===== src/rtl/key_conditioner.sv =====
// key_conditioner: N-lane push-button conditioner.
// Per lane: two-flop synchroniser, debounce counter, registered press/release
// pulses and, when built with KEY_HOLD_EN, a saturating long-hold detector.
// Without KEY_HOLD_EN no hold counters exist and key_hold_o is tied to 0.
module key_conditioner #(
    parameter int unsigned LANES       = 5,
    parameter int unsigned DEB_CYCLES  = 500000,
    parameter int unsigned HOLD_CYCLES = 50000000
) (
    input  logic             clk_i,
    input  logic             rst_i,
    input  logic [LANES-1:0] key_i,
    output logic [LANES-1:0] key_level_o,
    output logic [LANES-1:0] key_press_o,
    output logic [LANES-1:0] key_release_o,
    output logic [LANES-1:0] key_hold_o,
    output logic             any_press_o
);

    localparam int unsigned     DebW    = $clog2(DEB_CYCLES + 1);
    localparam logic [DebW-1:0] DebLast = DebW'(DEB_CYCLES - 1);

    // Reject degenerate configurations at elaboration time
    if (LANES < 1 || DEB_CYCLES < 1 || HOLD_CYCLES < 1) begin : g_bad_params
        $error("key_conditioner: LANES, DEB_CYCLES and HOLD_CYCLES must be >= 1");
    end

    logic [LANES-1:0] s1_q, s2_q;
    logic [LANES-1:0] level_q, level_d;
    logic [LANES-1:0] press_q, press_d;
    logic [LANES-1:0] release_q, release_d;
    logic             any_press_q;
    logic [DebW-1:0]  deb_cnt_q [LANES];
    logic [DebW-1:0]  deb_cnt_d [LANES];

    // Two-flop synchroniser for the asynchronous button levels
    always_ff @(posedge clk_i or posedge rst_i) begin
        if (rst_i) begin
            s1_q <= '0;
            s2_q <= '0;
        end else begin
            s1_q <= key_i;
            s2_q <= s1_q;
        end
    end

    // Debounce: any agreement cycle restarts the count, so only an unbroken
    // run of DEB_CYCLES disagreeing cycles flips the accepted level
    always_comb begin
        level_d = level_q;
        for (int i = 0; i < LANES; i++) begin
            deb_cnt_d[i] = '0;
            if (s2_q[i] != level_q[i]) begin
                if (deb_cnt_q[i] == DebLast) begin
                    level_d[i] = ~level_q[i];
                end else begin
                    deb_cnt_d[i] = deb_cnt_q[i] + 1'b1;
                end
            end
        end
        press_d   = level_d & ~level_q;
        release_d = ~level_d & level_q;
    end

    // Debounce state and edge pulses, registered in the cycle the level changes
    always_ff @(posedge clk_i or posedge rst_i) begin
        if (rst_i) begin
            level_q     <= '0;
            press_q     <= '0;
            release_q   <= '0;
            any_press_q <= 1'b0;
            for (int i = 0; i < LANES; i++) begin
                deb_cnt_q[i] <= '0;
            end
        end else begin
            level_q     <= level_d;
            press_q     <= press_d;
            release_q   <= release_d;
            any_press_q <= |press_d;
            for (int i = 0; i < LANES; i++) begin
                deb_cnt_q[i] <= deb_cnt_d[i];
            end
        end
    end

`ifdef KEY_HOLD_EN
    localparam int unsigned      HoldW   = $clog2(HOLD_CYCLES + 1);
    localparam logic [HoldW-1:0] HoldMax = HoldW'(HOLD_CYCLES);

    logic [HoldW-1:0] hold_cnt_q [LANES];
    logic [HoldW-1:0] hold_cnt_d [LANES];
    logic [LANES-1:0] hold_q, hold_d;

    // Hold count: clears as the level falls so hold drops with the release pulse
    always_comb begin
        for (int i = 0; i < LANES; i++) begin
            hold_cnt_d[i] = hold_cnt_q[i];
            if (!level_d[i]) begin
                hold_cnt_d[i] = '0;
            end else if (level_q[i] && hold_cnt_q[i] != HoldMax) begin
                hold_cnt_d[i] = hold_cnt_q[i] + 1'b1;
            end
            hold_d[i] = (hold_cnt_d[i] == HoldMax);
        end
    end

    // Hold counters and registered hold flag
    always_ff @(posedge clk_i or posedge rst_i) begin
        if (rst_i) begin
            hold_q <= '0;
            for (int i = 0; i < LANES; i++) begin
                hold_cnt_q[i] <= '0;
            end
        end else begin
            hold_q <= hold_d;
            for (int i = 0; i < LANES; i++) begin
                hold_cnt_q[i] <= hold_cnt_d[i];
            end
        end
    end

    assign key_hold_o = hold_q;
`else
    assign key_hold_o = '0;
`endif

    assign key_level_o   = level_q;
    assign key_press_o   = press_q;
    assign key_release_o = release_q;
    assign any_press_o   = any_press_q;

endmodule

===== config.mk =====
export PLATFORM = sky130hd
export DESIGN_NAME = key_conditioner
export DESIGN_NICKNAME = d
export VERILOG_FILES = /design/src/rtl/key_conditioner.sv
export SDC_FILE = /design/constraint.sdc
export NUM_CORES = 1
export LEC_CHECK = 0
export ABC_AREA = 1
export ABC_CLOCK_PERIOD_IN_PS = 4400
export BUFFER_PORTS_ARGS = -buffer_cell sky130_fd_sc_hd__buf_2
export CORE_MARGIN = 2
export CORE_UTILIZATION = 60
export CTS_BUF_LIST = sky130_fd_sc_hd__clkbuf_8 sky130_fd_sc_hd__clkbuf_16
export DETAILED_ROUTE_END_ITERATION = 6
export PLACE_DENSITY = 0.75
export SETUP_SLACK_MARGIN = 0.2
export SLEW_MARGIN = 20
export SYNTH_ARGS = -nofsm -noshare
export SYNTH_HDL_FRONTEND = slang
export SYNTH_SLANG_ARGS = --single-unit

===== constraint.sdc =====
create_clock -name clk_i -period 4.4 [get_ports clk_i]
set_input_delay 0.66 -clock clk_i [delete_from_list [all_inputs] [get_ports clk_i]]
set_output_delay 0.66 -clock clk_i [all_outputs]
set_load 0.01 [all_outputs]

Word-level counts from Yosys, hierarchy flattened

Index checks and enable logic that the tools add are counted.

Bits of input ports: 7
Flip-flop bits (word level): 121
Logic and storage cells: 56
Output and inout port bits: 21

Mux-type cells: 20
Bitwise logic cells: 9
Equality and inequality tests: 10
Add/sub/neg operators: 5
Reduce and logical (&&, ||, !) cells: 1

Operators by type and width:

| cell                    | number |
|---|---|
| $mux W19                | 10 |
| $add A19 B1 Y19 const B | 5 |
| $eq A19 B19 Y1 const B  | 5 |
| $and A5 B5 Y5           | 2 |
| $mux W1                 | 10 |
| $not A5 Y5              | 2 |
| $ne A1 B1 Y1            | 5 |
| $not A1 Y1              | 5 |
| $reduce_or A5 Y1        | 1 |

Depth between registers and ports, before layout

Gate-level depths: netlist (run 1).

Depth after elaboration: 5
Gate-level depth with buffers: 8
Depth with buffers taken out: 8

Worst setup path after synthesis (run 1)

Ideal clock, no wire load.

Path kind: register to register
Start: reg deb_cnt_q[0] in the netlist's numbering
End: reg deb_cnt_q[18] in the netlist's numbering
Path slack: 2.958 ns
Path buffers: 0
Clock period less this slack: 1.442 ns
Arrival: 1.324 ns
Setup time: 0.118 ns
Stages on the path, launching flop included: 9
Required time: 4.282 ns
Cells stage by stage: dfrtp_1 > ha_1 > inv_1 > nor2_2 > inv_1 > nor2_1 > nand3_1 > nand3_1 > nor2_1

RTL lines:

| element                          | RTL line | RTL |
|---|---|---|
| start: declaration               | 33       | `logic [DebW-1:0] deb_cnt_q [LANES];` |
| start signal: indexed assignment | 81       | `deb_cnt_q[i] <= deb_cnt_d[i];` |

==> results of run 1 <==
[metrics by stage]
| stage | power [W] | instance area (µm²) |
|---|---|---|
| after floorplan | 0.00122 | 6470 |
| after global placement | 0.00123 | 6720 |
| after detailed placement | 0.00124 | 6720 |
| after CTS | 0.00267 | 7330 |
| after global routing | 0.00273 | 7330 |
| final | 0.00264 | 7330 |
[worst paths after layout]
kind	start	end	slack [ns]	cells after the start
setup / recovery	s2_q[1]	deb_cnt_q[65]	2.61	6
setup reg to reg	s2_q[1]	deb_cnt_q[65]	2.61	6
hold / removal	rst_i	deb_cnt_q[51]	0.12	2
min in group clk_i	key_i[3]	s1_q[3]	0.24	1
hold reg to reg	s1_q[2]	s2_q[2]	0.36	0
max in group asynchronous	rst_i	deb_cnt_q[45]	3.31	3
[worst max-delay path, delay by kind of cell (launching register included)]
kind,cells,cell delay (ns)
and+or+nand+nor,4,1.02
buffers and inverters,2,0.25
DFF,1,0.39
[layout make-up]
type | instances | area [µm²] | share of cell area [%]
clock buffers | 20 | 455 | 6.22
clock inverters | 11 | 154 | 2.10
inverters | 84 | 318 | 4.34
multi-input cells | 660 | 3080 | 42.0
flip-flops and latches | 121 | 3030 | 41.3
well taps | 136 | 170 | 2.32
repair buffers | 24 | 125 | 1.71
[power by group through the flow]
| stage | clock, W | combinational [W] | sequential [W] |
|---|---|---|---|
| floorplan | 0 | 0.0000566 | 0.00116 |
| global placement | 0 | 0.0000702 | 0.00116 |
| detailed placement | 0 | 0.0000728 | 0.00116 |
| CTS | 0.00145 | 0.0000732 | 0.00115 |
| global route | 0.00150 | 0.0000843 | 0.00115 |
| finish | 0.00143 | 0.0000708 | 0.00115 |
[state kept, by name, summed over array words and instances (netlist names)]
signal / flops
s2_q: 5
any_press_o: 1
s1_q: 5
key_release_o: 5
key_level_o: 5
key_press_o: 5
deb_cnt_q: 95
[cell usage in the layout (no fill, tap or decap), drive strengths merged]
cell and instances:
nand4 20, buf 24, xnor2 10, nand2 192
and2 6, dfrtp 121, bufinv 4, nor3b 4
xor2 30, or2 3, nor2 255, nand3b 4
clkinv 3, ha 5, nor3 28, nand3 75
conb 5, o21bai 4, inv 87, clkbuf 20
a21oi 10, o21ai 9, clkinvlp 1
[logic make-up (layout without fill, tap and decap cells)]
logic type               Yosys count  in the layout  synth area share [%]
buffers and inverters             93            139                  5.70
other                              1              5                0.0581
AO/OA/AOI/OAI                     23             23                  1.94
XOR/XNOR                          40             40                  5.43
flip-flops                       121            121                  46.9
adder cells (fa/ha/maj)            5              5                 0.969
AND/OR/NAND/NOR                  587            587                  39.0
[layer usage]
metal	routed length [µm]	part of all wire, %	up-vias
met2	6980	48	167
li1	-	-	2805
met3	656	4.6	34
met5	0	0	-
met1	6440	45	2640
met4	335	2.3	0
==> impl_metrics.csv, run 1 <==
group,metric,value,unit
timing,setup_violations,0,
power,power_density,361,mW/mm²
grt,grt-ovfl-total,0,
place,hpwl,10.5,mm
clock_tree,cts.sinks,121,
timing,hold_ws,0.123,ns
grt,grt_usage,27.0,%
clock_tree,cts-root-buf,"clkbuf_8",
logic_synthesis,async_flop_share,100,%
logic_synthesis,synth_cell_types,28,
timing,skew,0.00625,ns
grt,grt_use_met1,34.2,%
logic_synthesis,avgSynthCellArea,7.42,µm²
grt,grt_busiest_layer,"met2",
power,power_report.internal_total,0.00210,W
timing,finalHoldViolations,0,
logic_synthesis,synthFlopType,"dfrtp_1",
critical_path,crit_top_cell,"nor2_1",
route,num_vias,5646,
logic_synthesis,synth-seq-cells,121,
clock_tree,hold_buffers,0,
route,vias_per_cell,5.35,
timing,setup_ws,2.61,ns
floorplanning,initial_core_util,62.3,%
place,pre_cts_slack,2.63,ns
power,switching_share,20.6,%
logic_synthesis,yosysWarnings,0,
power,power_frac_seq,43.4,%
final_layout,postLayoutCoreUtil,70.6,%
final_layout,antenna_cells,0,
critical_path,worstSetupEndpointType,"flop",
timing,rsz0062_at_grt,"false",
route,wl_per_cell,13.6,µm
hold_path,hold_path_class,"in -> async",
final_layout,n_fill_cell,819,
clock_tree,cts_resized,0,
status,status,"complete, no violations",
logic_synthesis,syn_area,0.00646,mm²
power,p_leak,3.21,nW
place,place.gp.congestion,0.968,
logic_synthesis,synth.top_cell.area_share,46.9,%
clock_tree,clk_pin_slew,0.06,ns
logic_synthesis,synthTopCellsByArea,"dfrtp_1 47%, nor2_1 14%, nand2_1 11%, nand3_1 5.5%, inv_1 4.9%",
timing,fin_setup_tns,0,ns
final_layout,syn_to_final_growth,13.5,%
power,vdd_drop_max,0.000357,V
clock_tree,cts_tree,"done",
critical_path,path_cells,"inv_1 -> nor2_1 -> nor2_1 -> inv_1 -> nand2_1 -> nor2_1",
run,max_cap_viol_count,0,
grt,grt_max_degree,52,
critical_path,criticalPathCategory,"reg -> reg",
logic_synthesis,synth_edf_count,0,
final_layout,drive_gt1_share,7.93,%
final_layout,nNetsFinal,920,
grt,grt_antenna_before_repair,0,
grt,grt_pass1_wl,24.5,mm
floorplanning,die_area,0.0116,mm²
grt,grt_pass1_vias,5491,
clock_tree,clkLatencyLatePin,0.53,ns
clock_tree,cts_setup_buffers,0,
power,combPwrFrac,2.7,%
place,port_buffers,22,
floorplanning,row_count,37,
critical_path,start_kind,"flop",
critical_path,cp.required,4.81,ns
clock_tree,htreeDepth,4,
timing,finalMaxSlewViolations,0,
final_layout,final_cells,1056,
timing,fmax,0.559,GHz
critical_path,slowest_delay,0.67,ns
critical_path,path_max_fanout,12,
route,first_pass_iters,5,
logic_synthesis,yosysSeqAreaShare,46.9,%
timing,worstMarginPinSlew,0.868,ns
timing,fin_crit,1.79,ns
critical_path,slowest_stage,"nor2_1",
grt,grt.met2_usage,44.7,%
route,antenna_left,0,
power,clkPwrFrac,54.0,%
route,drtIter0Drc,483,
logic_synthesis,ys_top_cells_by_count,"248 x nor2_1, 189 x nand2_1, 121 x dfrtp_1",
clock_tree,clock_path_buffers,2,
floorplanning,die_y,108,µm
logic_synthesis,synth_top_area_cell,"dfrtp_1",
critical_path,arrival,2.20,ns
grt,use_met3,6.90,%
timing,slew_headroom,41.9,%
timing,min_period_over_period,40.6,%
route,remaining_drc_errors,0,
route,wirelength,14.4,mm
logic_synthesis,yosysMostFrequentCell,"nor2_1",
floorplanning,coreArea,0.0104,mm²
clock_tree,numCtsBuffers,17,
power,p_switching,0.000544,W
place,dp.cells,1025,
logic_synthesis,synth_cells,870,
floorplanning,fp.dieW,108,µm
floorplanning,ios,28,
(Power assumes the default switching activity.)
==> run 2, diff against run 1 <==
--- a/config.mk
+++ b/config.mk
@@ -6,7 +6,7 @@
 export NUM_CORES = 1
 export LEC_CHECK = 0
 export ABC_AREA = 1
-export ABC_CLOCK_PERIOD_IN_PS = 4400
+export ABC_CLOCK_PERIOD_IN_PS = 1800
 export BUFFER_PORTS_ARGS = -buffer_cell sky130_fd_sc_hd__buf_2
 export CORE_MARGIN = 2
 export CORE_UTILIZATION = 60
==> constraint.sdc (replaced) <==
create_clock -name clk_i -period 1.8 [get_ports clk_i]
set_input_delay 0.27 -clock clk_i [delete_from_list [all_inputs] [get_ports clk_i]]
set_output_delay 0.27 -clock clk_i [all_outputs]
set_load 0.01 [all_outputs]
==> impl_metrics.csv, run 2 (synthesized netlist as in run 1, its figures left out) <==
group,metric,value,unit
grt,grt_pass1_vias,5550,
grt,grt_pass1_wl,25.8,mm
clock_tree,clkLatencyLatePin,0.53,ns
route,antenna_left,0,
timing,worstMarginPinSlew,0.622,ns
critical_path,criticalPathCategory,"reg -> reg",
grt,grt-ovfl-total,0,
critical_path,cp.required,2.26,ns
final_layout,drive_gt1_share,11.6,%
route,remaining_drc_errors,0,
timing,setup_violations,0,
final_layout,largest_register_ff_count,95,
grt,grt_usage,28.5,%
route,first_pass_iters,5,
final_layout,largest_register,"deb_cnt_q",
timing,fmax,0.663,GHz
final_layout,antenna_cells,0,
place,port_buffers,22,
grt,grt_antenna_before_repair,0,
clock_tree,cts-root-buf,"clkbuf_8",
status,status,"complete, no violations",
route,num_vias,5730,
timing,slew_headroom,58.6,%
floorplanning,coreArea,0.0104,mm²
timing,setup_ws,0.292,ns
final_layout,syn_to_final_growth,17.4,%
critical_path,start_kind,"flop",
route,vias_per_cell,5.35,
run,max_cap_viol_count,0,
final_layout,nNetsFinal,935,
timing,min_period_over_period,83.8,%
timing,fin_setup_tns,0,ns
place,hpwl,10.4,mm
timing,finalHoldViolations,0,
timing,rsz0062_at_grt,"true",
critical_path,arrival,1.97,ns
timing,skew,0.00573,ns
critical_path,cp-endpoint,"deb_cnt_q[11]",
place,pre_cts_slack,0.136,ns
timing,finalMaxSlewViolations,0,
power,total_power,0.00628,W
clock_tree,cts.sinks,121,
clock_tree,clock_path_buffers,2,
floorplanning,fp.dieW,108,µm
route,drtIter0Drc,407,
critical_path,r2r_cells,7,
critical_path,path_cells,"buf_4 -> nand3_1 -> nor3_4 -> nand2_1 -> o21ai_1 -> nand2_1 -> nor2_1",
place,place.gp.congestion,0.939,
clock_tree,cts_tree,"done",
critical_path,path_max_fanout,5,
floorplanning,ios,28,
critical_path,ff2ff_setup_slack,0.29,ns
grt,grt_max_degree,122,
critical_path,r2r_end,"deb_cnt_q[11]",
floorplanning,die_y,108,µm
final_layout,final_cell_mix,"241 x nor2_1, 185 x nand2_1, 119 x dfrtp_1, 87 x inv_1, 65 x nand3_1",
critical_path,startpoint,"deb_cnt_q[1]",
hold_path,hold_start,"s1_q[0]",
power,power_density,828,mW/mm²
power,p_leak,3.25,nW
critical_path,worst-path-buf-inv,1,
hold_path,hold_path_class,"reg -> reg",
critical_path,slowest_delay,0.38,ns
place,dp.cells,1030,
critical_path,crit_top_cell,"nand2_1",
clock_tree,htreeDepth,4,
critical_path,r2r-start,"deb_cnt_q[1]",
route,wirelength,15.2,mm
floorplanning,die_area,0.0116,mm²
clock_tree,clk_pin_slew,0.06,ns
power,vdd_drop_max,0.000775,V
route,wl_per_cell,14.2,µm
critical_path,path_delay_family,"simple AND/OR/NAND/NOR gates",
critical_path,worstSetupEndpointType,"flop",
final_layout,final_cells,1072,
critical_path,cp_num_cells,7,
final_layout,layout_commonest_cell,"nor2_1",
floorplanning,row_count,37,
critical_path,slowest_stage,"dfrtp_1",
timing,fin_crit,1.51,ns
floorplanning,initial_core_util,62.3,%
clock_tree,numCtsBuffers,17,
[run 2: how the worst min path moves through the flow]
| stage | to | slack, ns | cells past startpoint |
|---|---|---|---|
| 6_report | s2_q[0] | 0.35 | 0 |
| 3_5_place_dp | s2_q[0] | 0.34 | 0 |
| 4_1_cts | s2_q[0] | 0.35 | 0 |
| 5_1_grt | s1_q[2] | 0.36 | 2 |
| 2_1_floorplan | s1_q[0] | 0.30 | 0 |
| 3_3_place_gp | s2_q[0] | 0.33 | 0 |
[run 2: layout make-up]
cell class,count,area [µm²]
fillers,786,2790
clock inverters,11,105
clock buffers,21,469
flip-flops and latches,121,3030
multi-input cells,660,3220
repair buffers,39,265
well taps,136,170
inverters,84,319
[run 2: worst register-to-register path: cells and delay by family, from the launching register on]
family	cells	cell delay, ns
simple gates	5	0.77
flops	1	0.38
compound gates	1	0.16
buf+inv	1	0.13
[run 2: metal layers]
metal	share of wire, %	global-route usage, %
met2	50	48.2
met5	0	0
met4	2.2	9.52
met1	42	35.9
met3	5.2	6.96
[run 2: stage by stage]
| step | utilization (%) | instance area (µm²) | hold slack, ns |
|---|---|---|---|
| 2_1_floorplan | - | 6470 | 0.301 |
| 3_3_place_gp | 65.3 | 6770 | 0.332 |
| 3_5_place_dp | 65.3 | 6770 | 0.341 |
| 4_1_cts | 71.7 | 7430 | 0.352 |
| 5_1_grt | 73.1 | 7580 | 0.361 |
| 6_report | 73.1 | 7580 | 0.348 |
[run 2: power by group]
group,internal [W],switching [W],total [W]
Combinational,0.0000759,0.000147,0.000222
Clock,0.00209,0.00116,0.00325
Sequential,0.00276,0.0000437,0.00281
Total,0.00492,0.00135,0.00628
[run 2: what timing repair did]
action / in CTS / in global routing
resized for setup: 8 / 29
hold buffers: 6 / 0
pin swaps: 0 / 1
setup buffers: 0 / 4
endpoints found under the hold margin: 126 / 0
setup endpoints to repair: 24 / 59
